--- src/rtl/bridge_pkg.sv ---
// Shared types and constants for the CPU-to-slave system bridge.
package bridge_pkg;

    typedef enum logic [1:0] {
        ST_IDLE   = 2'd0,
        ST_ACCESS = 2'd1,
        ST_RESP   = 2'd2
    } state_t;

    localparam logic [1:0] ERR_NONE    = 2'd0;
    localparam logic [1:0] ERR_UNMAP   = 2'd1;
    localparam logic [1:0] ERR_POLICY  = 2'd2;
    localparam logic [1:0] ERR_TIMEOUT = 2'd3;

    // Counter is sized for the largest legal TIMEOUT so one width serves every instance.
    localparam int unsigned TIMEOUT_MAX = 255;
    localparam int unsigned CNT_W       = $clog2(TIMEOUT_MAX + 1);

endpackage

--- src/rtl/bridge_decode.sv ---
// Address window decoder: lowest-index hit wins; flags write-policy violations on the hit slave.
module bridge_decode #(
    parameter int unsigned             N_SLV     = 8,
    parameter logic [N_SLV*32-1:0]     SLV_BASE  = '0,
    parameter logic [N_SLV*32-1:0]     SLV_LIMIT = '1,
    parameter logic [N_SLV-1:0]        SLV_RO    = '0,
    parameter logic [N_SLV-1:0]        SLV_WORD  = '0
) (
    input  logic [31:0]      addr,
    input  logic [3:0]       byteen,
    output logic [N_SLV-1:0] sel,
    output logic             hit,
    output logic             policy_err
);

    always_comb begin
        sel        = '0;
        hit        = 1'b0;
        policy_err = 1'b0;
        for (int unsigned k = 0; k < N_SLV; k++) begin
            if (!hit && (addr >= SLV_BASE[32*k +: 32]) && (addr <= SLV_LIMIT[32*k +: 32])) begin
                hit    = 1'b1;
                sel[k] = 1'b1;
                if ((|byteen) && (SLV_RO[k] || (SLV_WORD[k] && (byteen != 4'b1111))))
                    policy_err = 1'b1;
            end
        end
    end

endmodule

--- src/rtl/sys_bridge_n.sv ---
// System bridge: decodes CPU accesses onto N memory-mapped slaves with
// request/ready handshake, wait-state timeout and coded bus errors.
module sys_bridge_n
    import bridge_pkg::*;
#(
    parameter int unsigned         N_SLV     = 8,
    parameter logic [N_SLV*32-1:0] SLV_BASE  = '0,
    parameter logic [N_SLV*32-1:0] SLV_LIMIT = '1,
    parameter logic [N_SLV-1:0]    SLV_RO    = '0,
    parameter logic [N_SLV-1:0]    SLV_WORD  = '0,
    parameter int unsigned         TIMEOUT   = 15
) (
    input  logic                  clk,
    input  logic                  reset,
    input  logic                  pr_req,
    input  logic [31:0]           pr_addr,
    input  logic [31:0]           pr_wd,
    input  logic [3:0]            pr_byteen,
    input  logic                  pr_rd_en,
    output logic [31:0]           pr_rd,
    output logic                  pr_done,
    output logic                  pr_err,
    output logic [1:0]            pr_err_code,
    output logic                  pr_busy,
    output logic [31:0]           dev_addr,
    output logic [31:0]           dev_wd,
    output logic [N_SLV-1:0]      dev_sel,
    output logic [3:0]            dev_byteen,
    input  logic [N_SLV*32-1:0]   dev_rd,
    input  logic [N_SLV-1:0]      dev_ready
);

    state_t             state, state_n;
    logic [CNT_W-1:0]   cnt, cnt_n;
    logic [1:0]         code_n;
    logic [N_SLV-1:0]   sel_n;
    logic               load, cap_rd;
    logic [N_SLV-1:0]   dec_sel;
    logic               dec_hit, dec_pol;
    logic [31:0]        sel_rd;
    logic               sel_ready;

    bridge_decode #(
        .N_SLV    (N_SLV),
        .SLV_BASE (SLV_BASE),
        .SLV_LIMIT(SLV_LIMIT),
        .SLV_RO   (SLV_RO),
        .SLV_WORD (SLV_WORD)
    ) u_decode (
        .addr      (pr_addr),
        .byteen    (pr_byteen),
        .sel       (dec_sel),
        .hit       (dec_hit),
        .policy_err(dec_pol)
    );

    always_comb begin
        sel_rd    = '0;
        sel_ready = 1'b0;
        for (int unsigned k = 0; k < N_SLV; k++) begin
            if (dev_sel[k]) begin
                sel_rd    = sel_rd | dev_rd[32*k +: 32];
                sel_ready = sel_ready | dev_ready[k];
            end
        end
    end

    always_comb begin
        state_n = state;
        cnt_n   = cnt;
        code_n  = pr_err_code;
        sel_n   = dev_sel;
        load    = 1'b0;
        cap_rd  = 1'b0;
        unique case (state)
            ST_IDLE: begin
                if (pr_req && (pr_rd_en || (|pr_byteen))) begin
                    load  = 1'b1;
                    cnt_n = '0;
                    if (!dec_hit) begin
                        state_n = ST_RESP;
                        code_n  = ERR_UNMAP;
                    end else if (dec_pol || (pr_rd_en && (|pr_byteen))) begin
                        state_n = ST_RESP;
                        code_n  = ERR_POLICY;
                    end else begin
                        state_n = ST_ACCESS;
                        code_n  = ERR_NONE;
                        sel_n   = dec_sel;
                    end
                end
            end
            ST_ACCESS: begin
                // ready is checked before the limit so a same-edge ready completes normally
                if (sel_ready) begin
                    state_n = ST_RESP;
                    code_n  = ERR_NONE;
                    sel_n   = '0;
                    cap_rd  = ~(|dev_byteen);
                end else if (cnt == CNT_W'(TIMEOUT - 1)) begin
                    state_n = ST_RESP;
                    code_n  = ERR_TIMEOUT;
                    sel_n   = '0;
                end else begin
                    cnt_n = cnt + CNT_W'(1);
                end
            end
            ST_RESP: begin
                state_n = ST_IDLE;
                cnt_n   = '0;
                sel_n   = '0;
            end
            default: begin
                state_n = ST_IDLE;
                cnt_n   = '0;
                sel_n   = '0;
            end
        endcase
    end

    always_ff @(posedge clk) begin
        if (reset) begin
            state       <= ST_IDLE;
            cnt         <= '0;
            pr_err_code <= ERR_NONE;
            pr_rd       <= '0;
            dev_sel     <= '0;
            dev_addr    <= '0;
            dev_wd      <= '0;
            dev_byteen  <= '0;
        end else begin
            state       <= state_n;
            cnt         <= cnt_n;
            pr_err_code <= code_n;
            dev_sel     <= sel_n;
            if (load) begin
                dev_addr   <= pr_addr;
                dev_wd     <= pr_wd;
                dev_byteen <= pr_byteen;
            end
            if (cap_rd)
                pr_rd <= sel_rd;
        end
    end

    assign pr_done = (state == ST_RESP);
    assign pr_err  = pr_done && (pr_err_code != ERR_NONE);
    assign pr_busy = (state != ST_IDLE);

endmodule
--- config.mk ---
export PLATFORM = sky130hd
export DESIGN_NAME = sys_bridge_n
export DESIGN_NICKNAME = d
export VERILOG_FILES = /design/src/rtl/bridge_pkg.sv /design/src/rtl/bridge_decode.sv /design/src/rtl/sys_bridge_n.sv
export SDC_FILE = /design/constraint.sdc
export NUM_CORES = 1
export LEC_CHECK = 0
export BUFFER_PORTS_ARGS = -buffer_cell sky130_fd_sc_hd__buf_2
export CORE_AREA = 2 2 174 176
export DETAILED_ROUTE_END_ITERATION = 16
export DIE_AREA = 0 0 176 178
export HOLD_SLACK_MARGIN = 0.1
export PLACE_DENSITY = 0.42
export SLEW_MARGIN = 20
export SYNTH_ARGS = -nofsm -noshare
export SYNTH_HDL_FRONTEND = slang
export SYNTH_SLANG_ARGS = --single-unit
--- constraint.sdc ---
create_clock -name clk -period 1.65 [get_ports clk]
set_input_delay 0.0825 -clock clk [delete_from_list [all_inputs] [get_ports clk]]
set_output_delay 0.0825 -clock clk [all_outputs]
set_load 0.02 [all_outputs]
==> results of run 1 <==
-- layer usage --
metal | vias to the layer above | global-route usage, % | part of all wire, %
met2 | 191 | 16.2 | 43
met4 | 2 | 2.86 | 0.91
met3 | 12 | 4.26 | 9.7
met5 | - | 0 | 0.081
met1 | 2170 | 12.5 | 46
li1 | 2435 | - | -
-- power groups by stage --
stage / Sequential [W] / Clock, W / Combinational, W
after floorplan: 0.00314 / 0 / 0.000422
after global placement: 0.00299 / 0 / 0.00107
after detailed placement: 0.00299 / 0 / 0.00107
after CTS: 0.00293 / 0.00396 / 0.00126
after global routing: 0.00295 / 0.00408 / 0.00138
final: 0.00294 / 0.00379 / 0.00126
-- kinds of logic (layout without fill, tap and decap cells) --
logic type               Yosys count  count (layout)  synth area share (%)
AND/OR/NAND/NOR                  239             239                  23.4
AO/OA/AOI/OAI                    129             129                  16.7
flip-flops                       113             113                  52.6
buffers and inverters             52             373                  5.88
multiplexers                       3               3                 0.757
adder cells (fa/ha/maj)            2               2                 0.582
other                              1               8                0.0872
-- cell usage after synthesis (2+ instances only) --
master    count  area share, %
dfxtp_1     113             53
a21boi_0      2           0.35
nand2b_1      2           0.29
o211ai_1      2           0.35
nand3_1      35            4.1
and3_1        2           0.29
buf_6         2           0.52
nor2b_1       3           0.44
nand2_1     178             16
o21a_1        2           0.35
inv_1         5           0.44
buf_2        10            1.2
buf_4         8            1.4
nor4_1        3           0.44
a311oi_1      2           0.41
nand4_1       3           0.44
ha_1          2           0.58
o21ai_0       2           0.23
o21ai_1       2           0.23
and2_1        2           0.29
nor3_1        2           0.23
a31oi_1       3           0.44
a21oi_1     103             12
clkbuf_1     27            2.4
nor2_1        4           0.35
-- stage by stage --
step           utilization, %  cell area (sq um)  setup slack, ns  hold WS [ns]
3_3_place_gp             20.2               5940          0.00263         0.325
6_report                 26.0               7640           0.0696         0.148
5_1_grt                  26.0               7640         -0.00120         0.162
4_1_cts                  25.7               7570           0.0254         0.123
2_1_floorplan               -               4330          -0.0424         0.216
3_5_place_dp             20.2               5940        -0.000845         0.327
-- area by class of cell --
cell class | instances | area (sq um) | share of cell area, %
Antenna cell | 1 | 2.50 | 0.0328
Timing Repair Buffer | 338 | 2380 | 31.2
Inverter | 5 | 18.8 | 0.246
Clock buffer | 20 | 457 | 5.98
Tap cell | 390 | 488 | 6.39
Clock inverter | 10 | 136 | 1.79
Sequential cell | 113 | 2260 | 29.6
Multi-Input combinational cell | 380 | 1890 | 24.7
-- how the worst max path moves through the flow --
stage                                     to             startpoint  cells after the start  slack, ns
global placement         cnt[1]$_SDFFE_PP0P_           pr_byteen[3]                      5      0.003
detailed placement  dev_addr[6]$_SDFFE_PP0P_           pr_byteen[3]                      6    -0.0008
finish                   cnt[1]$_SDFFE_PP0P_  state[0]$_SDFFE_PP0P_                      5       0.07
global route             cnt[4]$_SDFFE_PP0P_    cnt[0]$_SDFFE_PP0P_                      7     -0.001
floorplan                cnt[3]$_SDFFE_PP0P_    cnt[0]$_SDFFE_PP0P_                      6      -0.04
CTS                      cnt[1]$_SDFFE_PP0P_    cnt[0]$_SDFFE_PP0P_                      6       0.03
-- timing repair --
| action | CTS | global route |
|---|---|---|
| hold buffers | 103 | 0 |
| setup endpoints to repair | 0 | 11 |
| endpoints found under the hold margin | 109 | 0 |
| resized for setup | 0 | 15 |
-- state kept, by name (all words and copies together), names as in the netlist --
signal       cells
cnt              8
state            2
dev_sel          1
pr_err_code      2
dev_wd          32
dev_byteen       4
dev_addr        32
pr_rd           32
-- worst max-delay path: stages (launching register included) --
cell and delay, ns:
dfxtp_1 0.32, buf_4 0.17, a21boi_0 0.40, o2bb2ai_4 0.14, o21ai_4 0.13, mux2_4 0.32
==> results by group, run 1 <==
STA
  • Final hold viol count: 0
  • Crit path time final: 1.58 ns
  • Max-slew violation count: 0
  • Setup_tns: 0 ns
  • Final setup viols: 0
  • Period utilisation layout: 95.8%
  • FMAX: 633 MHz
  • Layout Skew: 0.0182 ns

Routing
  • Vias: 4810
  • # DRC: 0
  • Post-route ant nets: 0
  • DR pass1 iterations: 4
  • Initial DRC Count: 161
  • Vias/cell: 3.83
  • Drt wl/cell: 12.8 um
  • Final WL: 16000 um

Synthesis
  • YS warnings: 0
  • Seq/Total Area, Yosys: 52.6%
  • Async SR Flop Fraction: 0%
  • Flop and latch count out of synthesis: 113
  • Ys flop type: dfxtp_1
  • Mapped Area: 4300 sq um
  • Post-Synthesis Cells: 539
  • Synth Area per Inst: 7.98 sq um
  • Post-synth EDFFs: 0
  • Post-synth cell types: 45

Layout
  • Most common cell after layout, fill and taps aside: buf_2
  • Commonest cells after routing, fill and taps aside: 209 x buf_2, 178 x nand2_1, 112 x dfxtp_1
  • Non-Filler Instances: 1257
  • Area delta synth->final: 77.7%
  • Fill cells: 3162
  • Final Net Count: 1193
  • Layout cells sized above 1: 32.4%

Worst hold path
  • Hold path depth: 5
  • Hold Crit Endpoint: dev_sel[0]$_SDFFE_PP0P_
  • Hold crit path type: in -> reg
  • Hold path start: pr_byteen[2]

Pwr
  • Pwr Density: 1040 nW/um^2
  • Pwr Total: 0.00798 W
  • Net Sw Frac: 26.6%
  • Leak: 3.28 nW
  • Comb pwr share: 15.8%
  • NetSw: 0.00212 W
  • Maximum vdd drop: 0.503 mV
  • Sequential Power Share: 36.8%
  • Int Power: 0.00585 W
  • Clock power frac: 47.4%

Clocking
  • Post-CTS Repair Setup Buffers: 0
  • CTS Buf Count: 17
  • Maximum clock path buffer count: 2
  • CTS H-tree depth: 4
  • CTS Root Cell: clkbuf_16
  • Later-pin clock latency in the skew report: 0.41 ns
  • Clock-pin slew on the worst setup and hold paths: 0.05 ns
  • CTS tree: done
  • Clock Sinks: 113

Worst setup path
  • Crit end category: flop
  • Worst Setup Path Type: reg -> reg
  • Startpoint types: flop
  • Worst Path Max Fanout: 8
  • Worst Path Required: 1.94 ns
  • Worst r2r src: state[0]$_SDFFE_PP0P_
  • Worst EP arrival: 1.87 ns
  • FF-to-FF setup slack: 0.07 ns
  • R2R cell count: 5
  • R2r endpoint: cnt[1]$_SDFFE_PP0P_

Die
  • Initial Utilization: 14.6%
  • Die ar.: 31300 sq um
  • Die Y: 178 um
  • Rows: 63
  • Die W: 176 um
  • Core ar.: 29400 sq um
  • I/O pin cnt: 449

Placed design
  • DP HPWL: 10700 um
  • IO Port Bufs: 210
  • Placed Cells: 1123
  • Gpl congestion: 0.703

Global route
  • Largest net degree at the start of global routing: 50
  • Initial antenna violation count: 2
  • First-pass GRT wire length: 24900 um
  • GR Overflow Total: 0
  • Total GRT Usage: 10.1%
  • Vias in the first global route: 4706

Status
  • Status: finished, final reports clean

Run
  • Max Cap Viol: 0
No activity file was read; power rests on OpenSTA's default activity.
==> run 2, diff against run 1 <==
--- a/config.mk
+++ b/config.mk
@@ -10,7 +10,6 @@
 export DETAILED_ROUTE_END_ITERATION = 16
 export DIE_AREA = 0 0 176 178
 export HOLD_SLACK_MARGIN = 0.1
-export PLACE_DENSITY = 0.42
 export SLEW_MARGIN = 20
 export SYNTH_ARGS = -nofsm -noshare
 export SYNTH_HDL_FRONTEND = slang
==> run 2 against run 1 <==
  * Utilization grew 0.48 points
  * Critical endpoint is now cnt[7]$_SDFFE_PP0P_
  * Sequential share of layout area shrank 0.52 points
  * Design area up 1.9%
  * Largest cell class unchanged
  * Largest power group unchanged
  * Non-clock buffer count grew 6
  * Wire length grew 1.5%
==> results by group, run 2 (synthesized netlist as in run 1, its figures left out) <==
Layout
  • Area delta synth->final: 81.0%
  • Commonest cells after routing, fill and taps aside: 209 x buf_2, 178 x nand2_1, 111 x dfxtp_1
  • Most common cell after layout, fill and taps aside: buf_2
  • Fin area: 7780 sq um
  • Post-layout util: 26.5%
  • Final Net Count: 1199
  • Biggest regs: dev_addr: 32 flops, dev_wd: 32 flops, pr_rd: 32 flops
  • Layout cells sized above 1: 33.7%

Clocking
  • CTS tree: done
  • Later-pin clock latency in the skew report: 0.41 ns
  • CTS H-tree depth: 4
  • Maximum clock path buffer count: 2
  • CTS Buf Count: 17
  • Clock Sinks: 113
  • CTS Root Cell: clkbuf_16
  • Clock-pin slew on the worst setup and hold paths: 0.05 ns

Worst setup path
  • CP max stage delay: 0.38 ns
  • Worst EP arrival: 1.94 ns
  • Critical path depth: 7
  • Worst setup path endpoint: cnt[7]$_SDFFE_PP0P_
  • R2R cell count: 7
  • FF-to-FF setup slack: 0.009 ns
  • Crit end category: flop
  • R2r endpoint: cnt[7]$_SDFFE_PP0P_
  • Worst Path Max Fanout: 5
  • Worst Path Required: 1.95 ns
  • Startpoint types: flop
  • CP startpoint: cnt[0]$_SDFFE_PP0P_
  • Slowest stage cell on the critical path: a211oi_4
  • Worst Setup Path Type: reg -> reg
  • Crit-path cells: inv_2 -> ha_4 -> and4b_2 -> a211oi_4 -> buf_6 -> nand4b_1 -> o311ai_2
  • Worst Path Buf+Inv: 2
  • Worst r2r src: cnt[0]$_SDFFE_PP0P_
  • Top Family by Delay on Critical Path: compound AO/OA/AOI/OAI gates

STA
  • Final setup viols: 0
  • Layout Skew: 0.0101 ns
  • FMAX: 610 MHz
  • RSZ-0062 raised after global routing: true
  • Max-slew violation count: 0
  • Final hold viol count: 0
  • Crit path time final: 1.64 ns
  • Final worst setup slack: 0.00941 ns
  • Period utilisation layout: 99.4%

Routing
  • Final WL: 16300 um
  • Post-route ant nets: 0
  • Initial DRC Count: 178
  • DR pass1 iterations: 4
  • Drt wl/cell: 12.9 um
  • Vias: 5006
  • Vias/cell: 3.96
  • # DRC: 0

Global route
  • Gr busiest metal: met2
  • First-pass GRT wire length: 23900 um
  • Met1 GRT Util: 11.2%
  • GR Overflow Total: 0
  • Largest net degree at the start of global routing: 59
  • GRT met2 Usage: 16.4%
  • Met3 usage: 3.18%
  • Initial antenna violation count: 1
  • Vias in the first global route: 4812
  • Total GRT Usage: 9.61%

Die
  • Die W: 176 um
  • Rows: 63
  • Die ar.: 31300 sq um
  • I/O pin cnt: 449
  • Die Y: 178 um
  • Core ar.: 29400 sq um
  • Initial Utilization: 14.6%

Placed design
  • Gpl congestion: 0.740
  • DP HPWL: 9820 um
  • Placed cell area: 5930 sq um
  • IO Port Bufs: 210
  • Setup WS pre-CTS: -0.0346 ns

Run
  • Max Cap Viol: 0

Status
  • Status: finished, final reports clean

Pwr
  • Pwr Total: 0.00835 W
  • Leak: 3.36 nW
  • Pwr Density: 1070 nW/um^2
  • Maximum vdd drop: 0.520 mV

Worst hold path
  • Hold crit path type: in -> reg
==> run 2: cell types whose count changed in the layout (fill, tap and decap cells not counted), moves of 2 or more <==
| cell | delta |
|---|---|
| a311oi_2 | +2 |
| a311oi_1 | -2 |
| bufinv_16 | +2 |
| buf_6 | +3 |
| clkbuf_16 | +2 |
| buf_12 | -3 |
| buf_4 | +5 |
==> run 2: repair_timing <==
action	4_1_cts	5_1_grt
buffers inserted	0	2
cloned	0	2
setup endpoints to repair	7	53
pin swaps	1	5
hold endpoints to repair	111	0
gates resized for setup	2	23
hold buffers	102	0
==> run 2: metal layers <==
metal / share of wire, % / up-vias
met5: 0 / -
met4: 2.1 / 0
met3: 8.9 / 27
met2: 46 / 246
met1: 43 / 2289
li1: - / 2444
==> run 2: where the power goes <==
| part | switching (W) | total [W] | internal (W) |
|---|---|---|---|
| registers | 0.0000751 | 0.00294 | 0.00287 |
| logic | 0.000722 | 0.00131 | 0.000585 |
| clock network | 0.00136 | 0.00411 | 0.00274 |
==> run 2: final cells by class <==
cell class,count,area (sq um)
Fill cell,3089,21600
Inverter,5,18.8
Timing Repair Buffer,344,2440
Tap cell,390,488
Sequential cell,113,2260
Multi-Input combinational cell,380,1930
Clock buffer,20,457
Clock inverter,11,185
Antenna cell,1,2.50
==> run 2: how the worst min path moves through the flow <==
stage / slack [ns] / to / depth (start not counted) / from
after floorplan: 0.22 / cnt[7]$_SDFFE_PP0P_ / 1 / reset
after global placement: 0.32 / dev_wd[9]$_SDFFE_PP0P_ / 3 / pr_wd[9]
after detailed placement: 0.33 / dev_wd[9]$_SDFFE_PP0P_ / 3 / pr_wd[9]
after CTS: 0.11 / state[1]$_SDFFE_PP0P_ / 3 / pr_req
after global routing: 0.15 / state[1]$_SDFFE_PP0P_ / 3 / pr_req
final: 0.14 / state[1]$_SDFFE_PP0P_ / 3 / pr_req
==> run 2: worst register-to-register path, stage by stage (launching register included) <==
cell      delay, ns
dfxtp_2        0.33
inv_2          0.05
ha_4           0.14
and4b_2        0.23
a211oi_4       0.38
buf_6          0.16
nand4b_1       0.13
o311ai_2       0.11
==> run 2: per-stage QoR <==
stage	TNS [ns]	instances	hold WS, ns
2_1_floorplan	-0.0512	545	0.216
3_3_place_gp	-0.0102	1126	0.322
3_5_place_dp	-0.148	1126	0.328
4_1_cts	0	1259	0.110
5_1_grt	-0.0878	1263	0.147
6_report	0	1264	0.141
==> run 3, diff against run 2 <==
--- a/config.mk
+++ b/config.mk
@@ -10,6 +10,7 @@
 export DETAILED_ROUTE_END_ITERATION = 16
 export DIE_AREA = 0 0 176 178
 export HOLD_SLACK_MARGIN = 0.1
+export SETUP_SLACK_MARGIN = 0.4
 export SLEW_MARGIN = 20
 export SYNTH_ARGS = -nofsm -noshare
 export SYNTH_HDL_FRONTEND = slang
==> run 3 against run 2 <==
  * The flow now finishes with violations (negative setup slack)
  * Clock skew increased by 0.0039 ns
  * Sequential cell count unchanged
  * Total power decreased by 3.6%
  * Utilization increased by 2.3 points
  * Hold slack improved by 0.028 ns
  * Sequential power about the same
  * Combinational power increased by 12%
  * Critical endpoint is now cnt[4]$_SDFFE_PP0P_
==> results by group, run 3 (synthesized netlist as in run 1, its figures left out) <==
Status
  • Status: finished, violations left
  • Failing checks: negative setup slack

Layout
  • Area delta synth->final: 96.9%
  • Biggest regs: dev_addr: 32 flops, dev_wd: 32 flops, pr_rd: 32 flops
  • Register Area: 2280 sq um
  • Layout cells sized above 1: 42.9%
  • Non-Filler Instances: 1283
  • Multi-input gate area: 2340 sq um
  • Commonest cells after routing, fill and taps aside: 208 x buf_2, 177 x nand2_1, 104 x dfxtp_1
  • Most common cell after layout, fill and taps aside: buf_2
  • Final Net Count: 1215
  • Post-layout util: 28.8%
  • Fill cells: 3064

Pwr
  • Net Sw Frac: 30.0%
  • Int Power: 0.00564 W
  • NetSw: 0.00241 W
  • Clock power frac: 45.2%
  • Comb pwr share: 18.2%
  • Pwr Density: 952 nW/um^2
  • Maximum vdd drop: 0.600 mV
  • Leak: 3.51 nW
  • Sequential Power Share: 36.6%

STA
  • Max-slew violation count: 0
  • Final worst setup slack: -0.00931 ns
  • Least-Margin Pin Slew: 0.759 ns
  • Layout Skew: 0.0140 ns
  • RSZ-0062 raised after global routing: true
  • FMAX: 603 MHz
  • Final setup viols: 1
  • Period utilisation layout: 101%
  • Final hold viol count: 0
  • Crit path time final: 1.66 ns
  • Max_slew headroom: 48.8%

Die
  • Rows: 63
  • Die ar.: 31300 sq um
  • Die W: 176 um
  • Initial Utilization: 14.6%
  • I/O pin cnt: 449
  • Die Y: 178 um
  • Core ar.: 29400 sq um

Worst hold path
  • Hold crit path type: in -> reg
  • Hold path start: pr_rd_en

Worst setup path
  • Worst Setup Path Type: reg -> reg
  • Startpoint types: flop
  • Worst EP arrival: 1.98 ns
  • CP startpoint: cnt[0]$_SDFFE_PP0P_
  • Worst Path Required: 1.97 ns
  • Worst r2r src: cnt[0]$_SDFFE_PP0P_
  • Worst Path Max Fanout: 6
  • Crit end category: flop

Global route
  • Vias in the first global route: 4757
  • First-pass GRT wire length: 28000 um
  • Initial antenna violation count: 5
  • Total GRT Usage: 12.1%
  • GR Overflow Total: 0
  • Largest net degree at the start of global routing: 55

Placed design
  • Placed Cells: 1119
  • Gpl congestion: 0.778
  • IO Port Bufs: 210
  • DP HPWL: 12300 um

Routing
  • Drt wl/cell: 15.0 um
  • Final WL: 19300 um
  • Post-route ant nets: 0
  • Initial DRC Count: 234
  • DR pass1 iterations: 4
  • # DRC: 0
  • Vias/cell: 3.89
  • Vias: 4992

Clocking
  • Clock-pin slew on the worst setup and hold paths: 0.06 ns
  • Maximum clock path buffer count: 2
  • Clock Sinks: 113
  • Later-pin clock latency in the skew report: 0.41 ns
  • CTS tree: done
  • CTS H-tree depth: 4
  • CTS Buf Count: 17
  • CTS Root Cell: clkbuf_16

Run
  • Max Cap Viol: 0
run 3: changes by cell type in the layout (fill, tap and decap cells not counted), sizes merged:
cell	delta
buf	+12
bufbuf	+3
bufinv	-5
clkbuf	-2
clkinv	-4
diode	+2
dlygate4sd3	+1
inv	+12
run 3: final timing paths:
check	cells past startpoint	endpoint	slack [ns]
setup reg to reg	7	cnt[4]$_SDFFE_PP0P_	-0.009
setup / recovery	7	cnt[4]$_SDFFE_PP0P_	-0.009
hold reg to reg	2	dev_addr[21]$_SDFFE_PP0P_	0.45
hold / removal	4	state[0]$_SDFFE_PP0P_	0.17
run 3: repair_timing:
action                                 in CTS  in global routing
setup endpoints to repair                 117                117
hold buffers                              103                  0
endpoints found under the hold margin     102                  0
setup buffers                              12                  6
cloned                                      6                  2
pin swaps                                   6                 22
resized for setup                          34                 46
run 3: per-layer routing:
metal,track usage (%),share of wire (%),vias up
met4,3.72,1.2,4
met1,14.3,42,2275
met3,8.25,14,18
met2,17.5,43,202
met5,0,0.13,-
li1,-,-,2493
run 3: final cells by class:
type,instances,area share [%]
diodes,3,0.0887
clock buffers,18,5.32
inverters,5,0.222
repair buffers,360,32.4
multi-input cells,380,27.6
flip-flops and latches,113,27.0
clock inverters,14,1.57
well taps,390,5.77
run 3: metrics by stage:
stage	setup slack (ns)	TNS (ns)	hold slack (ns)	instance area [sq um]	total power, W
6_report	-0.00931	-0.00931	0.169	8460	0.00805
5_1_grt	-0.0830	-0.198	0.151	8460	0.00845
4_1_cts	0.0839	0	0.131	8130	0.00817
3_5_place_dp	-0.0127	-0.0127	0.334	6080	0.00404
3_3_place_gp	-0.0109	-0.0109	0.325	6080	0.00403
2_1_floorplan	0.0787	0	0.208	4680	0.00365
run 3: critical path: stages (launching register included):
cell and delay, ns:
dfxtp_2 0.33, inv_2 0.05, ha_4 0.14, and4b_2 0.29, a211oi_4 0.26, buf_6 0.16
a31oi_4 0.08, a311oi_2 0.27
run 3: power groups by stage:
stage          clock network, W  registers [W]  logic (W)
3_5_place_dp                  0        0.00300    0.00104
4_1_cts                 0.00379        0.00295    0.00143
2_1_floorplan                 0        0.00315   0.000500
3_3_place_gp                  0        0.00299    0.00104
5_1_grt                 0.00389        0.00296    0.00159
6_report                0.00364        0.00295    0.00147
